## src/rtl/tamagotchi_needs_engine.sv

```systemverilog
// Pet-state core: N_CH need levels that decay on a timer and rise under held requests, with
// NORMAL/TEST/DEAD modes. Define TAMA_SEG7_EN to build the 7-segment decoder for level_sel.
module tamagotchi_needs_engine #(
  parameter int unsigned N_CH        = 4,
  parameter int unsigned LVL_W       = 4,
  parameter int unsigned LVL_MIN     = 1,
  parameter int unsigned LVL_MAX     = 10,
  parameter int unsigned LVL_INIT    = 8,
  parameter int unsigned HAPPY_TH    = 5,
  parameter int unsigned DECAY_TICKS = 24,
  parameter int unsigned HOLD_TICKS  = 3,
  parameter int unsigned PRESCALE    = 7500000
) (
  input  logic                    clk,
  input  logic                    reset,
  input  logic [N_CH-1:0]         req,
  input  logic                    test_req,
  output logic                    tick,
  output logic [N_CH*LVL_W-1:0]   levels,
  output logic [$clog2(N_CH)-1:0] sel,
  output logic [LVL_W-1:0]        level_sel,
  output logic                    happy,
  output logic                    dead,
  output logic                    test_mode,
  output logic [6:0]              seg
);
  localparam int unsigned SEL_W = $clog2(N_CH);
  localparam int unsigned PRE_W = (PRESCALE > 1) ? $clog2(PRESCALE) : 1;
  localparam int unsigned HLD_W = (HOLD_TICKS > 1) ? $clog2(HOLD_TICKS) : 1;
  localparam int unsigned DEC_W = (DECAY_TICKS > 1) ? $clog2(DECAY_TICKS) : 1;

  localparam logic [PRE_W-1:0] PRE_LAST = PRE_W'(PRESCALE - 1);
  localparam logic [HLD_W-1:0] HLD_LAST = HLD_W'(HOLD_TICKS - 1);
  localparam logic [DEC_W-1:0] DEC_LAST = DEC_W'(DECAY_TICKS - 1);
  localparam logic [LVL_W-1:0] L_MIN    = LVL_W'(LVL_MIN);
  localparam logic [LVL_W-1:0] L_MAX    = LVL_W'(LVL_MAX);
  localparam logic [LVL_W-1:0] L_INIT   = LVL_W'(LVL_INIT);

  typedef enum logic [1:0] {ModeNormal, ModeTest, ModeDead} mode_e;

  logic [PRE_W-1:0] presc_q, presc_d;
  logic             tick_q, tick_d;
  mode_e            mode_q, mode_d;
  logic [SEL_W-1:0] sel_q, sel_d;
  logic             test_lat_q, test_lat_d;
  logic [LVL_W-1:0] lvl_q [N_CH];
  logic [LVL_W-1:0] lvl_d [N_CH];
  logic [HLD_W-1:0] hold_q [N_CH];
  logic [HLD_W-1:0] hold_d [N_CH];
  logic [DEC_W-1:0] dec_q [N_CH];
  logic [DEC_W-1:0] dec_d [N_CH];
  logic             all_min;

  always_comb begin
    presc_d    = (presc_q == PRE_LAST) ? '0 : presc_q + 1'b1;
    tick_d     = (presc_q == PRE_LAST);
    mode_d     = mode_q;
    sel_d      = sel_q;
    test_lat_d = test_lat_q | test_req;
    all_min    = 1'b1;
    for (int i = 0; i < N_CH; i++) begin
      lvl_d[i]  = lvl_q[i];
      hold_d[i] = hold_q[i];
      dec_d[i]  = dec_q[i];
      if (lvl_q[i] != L_MIN) all_min = 1'b0;
    end

    // tick_q marks the cycle after a prescaler wrap; all pet state advances on that edge.
    if (tick_q) begin
      test_lat_d = 1'b0;
      if (test_lat_q || test_req) begin
        mode_d = (mode_q == ModeTest) ? ModeNormal : ModeTest;
        for (int i = 0; i < N_CH; i++) begin
          lvl_d[i]  = (mode_q == ModeTest) ? L_INIT : L_MIN;
          hold_d[i] = '0;
          dec_d[i]  = '0;
        end
      end else if (mode_q == ModeNormal && all_min) begin
        mode_d = ModeDead;
      end else if (mode_q != ModeDead) begin
        for (int i = N_CH - 1; i >= 0; i--) begin
          if (req[i]) sel_d = SEL_W'(i);
        end
        for (int i = 0; i < N_CH; i++) begin
          if (req[i]) begin
            if (hold_q[i] == HLD_LAST) begin
              hold_d[i] = '0;
              dec_d[i]  = '0;
              if (mode_q == ModeTest) lvl_d[i] = (lvl_q[i] == L_MIN) ? L_MAX : L_MIN;
              else if (lvl_q[i] != L_MAX) lvl_d[i] = lvl_q[i] + 1'b1;
            end else begin
              hold_d[i] = hold_q[i] + 1'b1;
            end
          end else begin
            hold_d[i] = '0;
            if (mode_q == ModeTest || lvl_q[i] == L_MIN) begin
              dec_d[i] = '0;
            end else if (dec_q[i] == DEC_LAST) begin
              dec_d[i] = '0;
              lvl_d[i] = lvl_q[i] - 1'b1;
            end else begin
              dec_d[i] = dec_q[i] + 1'b1;
            end
          end
        end
      end
    end
  end

  always_ff @(posedge clk or posedge reset) begin
    if (reset) begin
      presc_q    <= '0;
      tick_q     <= 1'b0;
      mode_q     <= ModeNormal;
      sel_q      <= '0;
      test_lat_q <= 1'b0;
      for (int i = 0; i < N_CH; i++) begin
        lvl_q[i]  <= L_INIT;
        hold_q[i] <= '0;
        dec_q[i]  <= '0;
      end
    end else begin
      presc_q    <= presc_d;
      tick_q     <= tick_d;
      mode_q     <= mode_d;
      sel_q      <= sel_d;
      test_lat_q <= test_lat_d;
      for (int i = 0; i < N_CH; i++) begin
        lvl_q[i]  <= lvl_d[i];
        hold_q[i] <= hold_d[i];
        dec_q[i]  <= dec_d[i];
      end
    end
  end

  always_comb begin
    levels = '0;
    for (int i = 0; i < N_CH; i++) levels[i*LVL_W +: LVL_W] = lvl_q[i];
  end

  assign tick      = tick_q;
  assign sel       = sel_q;
  assign level_sel = lvl_q[sel_q];
  assign dead      = (mode_q == ModeDead);
  assign test_mode = (mode_q == ModeTest);
  assign happy     = (32'(level_sel) >= HAPPY_TH) && !dead;

`ifdef TAMA_SEG7_EN
  // Active-low segments, a = bit0; DEAD overrides the digit with a dash.
  always_comb begin
    seg = 7'h7F;
    if (dead) begin
      seg = 7'b0111111;
    end else begin
      case (32'(level_sel))
        32'd0:   seg = 7'b1000000;
        32'd1:   seg = 7'b1111001;
        32'd2:   seg = 7'b0100100;
        32'd3:   seg = 7'b0110000;
        32'd4:   seg = 7'b0011001;
        32'd5:   seg = 7'b0010010;
        32'd6:   seg = 7'b0000010;
        32'd7:   seg = 7'b1111000;
        32'd8:   seg = 7'b0000000;
        32'd9:   seg = 7'b0010000;
        32'd10:  seg = 7'b0001000;
        default: seg = 7'h7F;
      endcase
    end
  end
`else
  assign seg = 7'h7F;
`endif

endmodule

```

## config.mk

```make
export PLATFORM = sky130hd
export DESIGN_NAME = tamagotchi_needs_engine
export DESIGN_NICKNAME = d
export VERILOG_FILES = /design/src/rtl/tamagotchi_needs_engine.sv
export SDC_FILE = /design/constraint.sdc
export NUM_CORES = 1
export LEC_CHECK = 0
export ABC_AREA = 0
export ABC_CLOCK_PERIOD_IN_PS = 3400
export BUFFER_PORTS_ARGS = -buffer_cell sky130_fd_sc_hd__buf_2
export CAP_MARGIN = 40
export CORE_ASPECT_RATIO = 1.75
export CORE_MARGIN = 8
export CORE_UTILIZATION = 61
export DETAILED_ROUTE_END_ITERATION = 16
export GPL_TIMING_DRIVEN = 1
export PLACE_DENSITY = 0.91
export SLEW_MARGIN = 20
export SYNTH_ARGS = -nofsm -noshare
export SYNTH_HDL_FRONTEND = slang
export SYNTH_SLANG_ARGS = --single-unit
```

## constraint.sdc

```tcl
create_clock -name clk -period 3.4 [get_ports clk]
set_clock_uncertainty 0.2 [all_clocks]
set_input_delay 0.68 -clock clk [delete_from_list [all_inputs] [get_ports clk]]
set_output_delay 0.68 -clock clk [all_outputs]
set_load 0.02 [all_outputs]
```

==> summary by stage <==
Synth
Among all flip-flop cells after synthesis, the most frequent one is dfrtp_1. The total standard cell area after synthesis is 4770 um2. The share of the synthesized area in compound gates (AO/OA/AOI/OAI) is 17.7%. The mean instance size in the synthesized netlist is 9.64 um2. The sequential fraction of the synthesis area is 38.4%. Synthesis produced a netlist whose cell count is 495. In the synthesized netlist the async set-or-reset flop fraction comes to 100%.

The simple-gate share of the synthesized area is 23.0%. The portion of synthesized area spent on multiplexers is 4.25%. The flop and latch count out of synthesis is 73. The dominant combinational cell family by area after synthesis is simple AND/OR/NAND/NOR gates. The netlist uses 76 different library cells. The area share of fa/ha/maj cells after synthesis is 5.51%. During synthesis, Yosys emitted a total of 0 warnings. The number of synthesized flops with an enable pin is 0. The xor/xnor share of the synthesized area is 5.69%.

Clock tree
The worst-case clock buffer depth is 2. The number of instances resized during post-cts repair is 0. The cell at the root of the clock tree is clkbuf_16. In this run the post-CTS setup repair buffer count came out at 0.

The later-pin clock latency in the skew report is 0.34 ns. After clock tree synthesis, the clock-pin slew on the worst setup and hold paths is 0.06 ns. The total CTS buffers is 9. The clock sink count is 73. The number of hold-repair buffers added at the cts stage is 0.

The TritonCTS clock tree is yes. The total number of H-tree levels is 3.

Global route
The number of global-route vias before repair came to 4239. The pin count of the biggest net entering global routing is 48. The global-route usage over all layers is 21.7%. For this run the aggregate overflow at the end of global routing stands at 0. The global-route wire length before repair is 20000 um.

The initial antenna violation count was 0.

Routing
The violation count after the first detailed-route iteration is 322. The post-detailed-routing wire length is 11900 um. The antenna violation net count after detailed routing is 0. After detailed routing, the average wire length per cell comes to 19.1 um.

Before antenna repair, the detailed router went through 5 iterations. For this run, design rule violations remaining after detail routing come to 0. After detailed routing, the number of vias per cell comes to 6.68.

Across all layers, the routed design uses 4153 vias.

Layout
The top cell types in the final layout, fill and taps aside, are dfrtp_1, nand2_1, o21ai_0. Leaving out fill and tap cells, the most frequent cell in the layout is dfrtp_1. The proportion of layout cells with a drive suffix above 1 is 18.5%. The number of inserted diodes is 0. The filler cell count in the final layout is 521. From synthesis to final layout, the design area changed by 11.2%. Once layout is done, the placed cells without fillers occupy 5300 um2. The number of nets in the finished design is 557.

Critical path
The endpoint identified for the worst register-to-register timing path is levels[8]$_DFFE_PP0P_. The sort of element at the end of the critical path is a primary output. The critical path is of the reg -> out type. The worst register-to-register path begins at levels[5]$_DFFE_PP0P_.

The data arrival time at the worst-slack endpoint is 1.86 ns. In this run the worst path has a maximum fanout of 6. STA puts the critical path data required time at 2.52 ns. The kind of launch point of the worst setup path is a flip-flop. The minimum setup slack among reg-to-reg paths is 0.70 ns. The logic depth of the worst register-to-register path is 7.

STA
At the pin with the least slew margin, the transition time is 0.711 ns. The post-route clock period utilization is 80.6%. Counting I/O delays and the setup requirement, the final critical path takes 2.74 ns. Setup total negative slack on the finished layout was measured at 0 ns. The slack of the critical path is 0.661 ns. The number of endpoints failing setup at the final stage is 0. The maximum clock frequency is 365 MHz. The final number of max-transition violations is 0. The final-report hold violation count is 0.

Measured against its own limit, the worst slew margin works out to 52.2%. Setup repair after global routing left no endpoint under its margin.

Floorplanning
In this run the count of I/O pins placed on the die edge is 40. Measured along the y axis, the die boundary spans 133 um. In this run the core area contains 42 standard-cell rows. Measured along the x axis, the die boundary spans 82.8 um. The starting density of the core is 63.0%. The floorplan die area is 11000 um2. The core region area is 7570 um2.

Power
The internal cell power is 1.58 mW. The fraction of power consumed by sequential logic is 43.6%. For this design the static power due to leakage is 2.34 nW.

The proportion of power drawn by combinational gates is 7.3%. The analysis attributes to net switching a power of 0.502 mW. The fraction of power consumed by the clock network is 49.1%. The power density over the cells is 393 nW/um2.

The design draws 2.08 mW. The switching share of total power is 24.1%. The largest vdd supply drop is 0.255 mV.

Min path
The tightest min-delay check is of the in -> async type.

Placement
At the end of routability-driven placement, the weighted congestion stood at 0.916. The half-perimeter wire length after detailed placement is 8330 um. The count of input and output buffers is 32. In this run the cell area measured after placement is 4980 um2. OpenSTA, run right after detailed placement, puts the worst setup slack at 0.597 ns.

Flow run
The tool flagged a number of max-cap violations equal to 0.

Run status
The flow ran to the end, and the final reports show no timing, DRC or antenna violations.
## stage by stage
stage | util [%] | std cells | hold slack (ns)
floorplan | - | 501 | 0.242
global placement | 65.8 | 606 | 0.259
detailed placement | 65.8 | 606 | 0.283
CTS | 70.1 | 622 | 0.218
global route | 70.1 | 622 | 0.265
finish | 70.1 | 622 | 0.206
## worst max path at each step
stage | startpoint | to | slack [ns] | depth (start not counted)
after global routing | sel[1]$_DFFE_PP0P_ | happy | 0.47 | 4
after CTS | sel[1]$_DFFE_PP0P_ | happy | 0.64 | 4
after floorplan | reset | dec_q[0]$_DFFE_PP0P_ | 0.67 | 1
after global placement | test_req | dec_q[8]$_DFFE_PP0P_ | 0.70 | 7
final | sel[1]$_DFFE_PP0P_ | happy | 0.66 | 4
after detailed placement | test_req | dec_q[8]$_DFFE_PP0P_ | 0.60 | 7
## cell usage after synthesis (all sizes together) (8+ instances only)
cell type / instances / share of area (%)
a21oi: 14 / 1.5
nor2b: 8 / 1.2
a31oi: 8 / 1.3
nand3: 28 / 3.0
inv: 24 / 1.9
xnor2: 19 / 3.5
o31ai: 17 / 2.8
nand2: 55 / 4.3
nand4: 10 / 1.6
nor3: 8 / 0.84
buf: 17 / 2.8
nor2: 26 / 2.2
ha: 21 / 5.5
o21ai: 37 / 4.1
xor2: 12 / 2.2
dfrtp: 69 / 36
## metal layers
metal	up-vias	track usage (%)	wire length (um)	part of all wire (%)
met2	206	37.8	6180	52
li1	1878	-	-	-
met3	53	5.35	820	6.9
met5	-	0	0	0
met4	0	13.7	508	4.3
met1	2016	22.6	4360	37
## flip-flops by register name, indices dropped and copies added, names as in the netlist
name / count
presc_q: 23
sel: 2
levels: 16
test_lat_q: 1
mode_q: 2
tick: 1
dec_q: 20
hold_q: 8
## power groups by stage
stage / combinational, mW / clock [mW] / sequential, mW
after floorplan: 0.108 / 0 / 0.923
after CTS: 0.152 / 1.03 / 0.907
after detailed placement: 0.150 / 0 / 0.922
after global routing: 0.167 / 1.06 / 0.909
final: 0.152 / 1.02 / 0.908
after global placement: 0.145 / 0 / 0.922
## layout make-up
cell class	count	area, um2	area share [%]
clock inverters	6	92.6	1.75
repair buffers	41	240	4.53
well taps	88	110	2.08
clock buffers	10	229	4.32
inverters	25	93.8	1.77
multi-input cells	379	2710	51.0
flip-flops and latches	73	1830	34.5
## cell families (layout without fill, tap and decap cells)
kind of cell	after synthesis	count (layout)
and+or+nand+nor	186	186
adders and majority gates	21	21
xor gates and xnor gates	31	31
other	1	7
buffers and inverters	49	82
AOI/OAI and AO/OA	120	120
muxes	14	14
DFF	73	73
## critical path, cell delays in order (launching register included)
cell     delay, ns
dfrtp_1       0.50
mux4_2        0.55
o21ai_0       0.20
a21oi_1       0.09
buf_2         0.18
(Power assumes the default switching activity.)
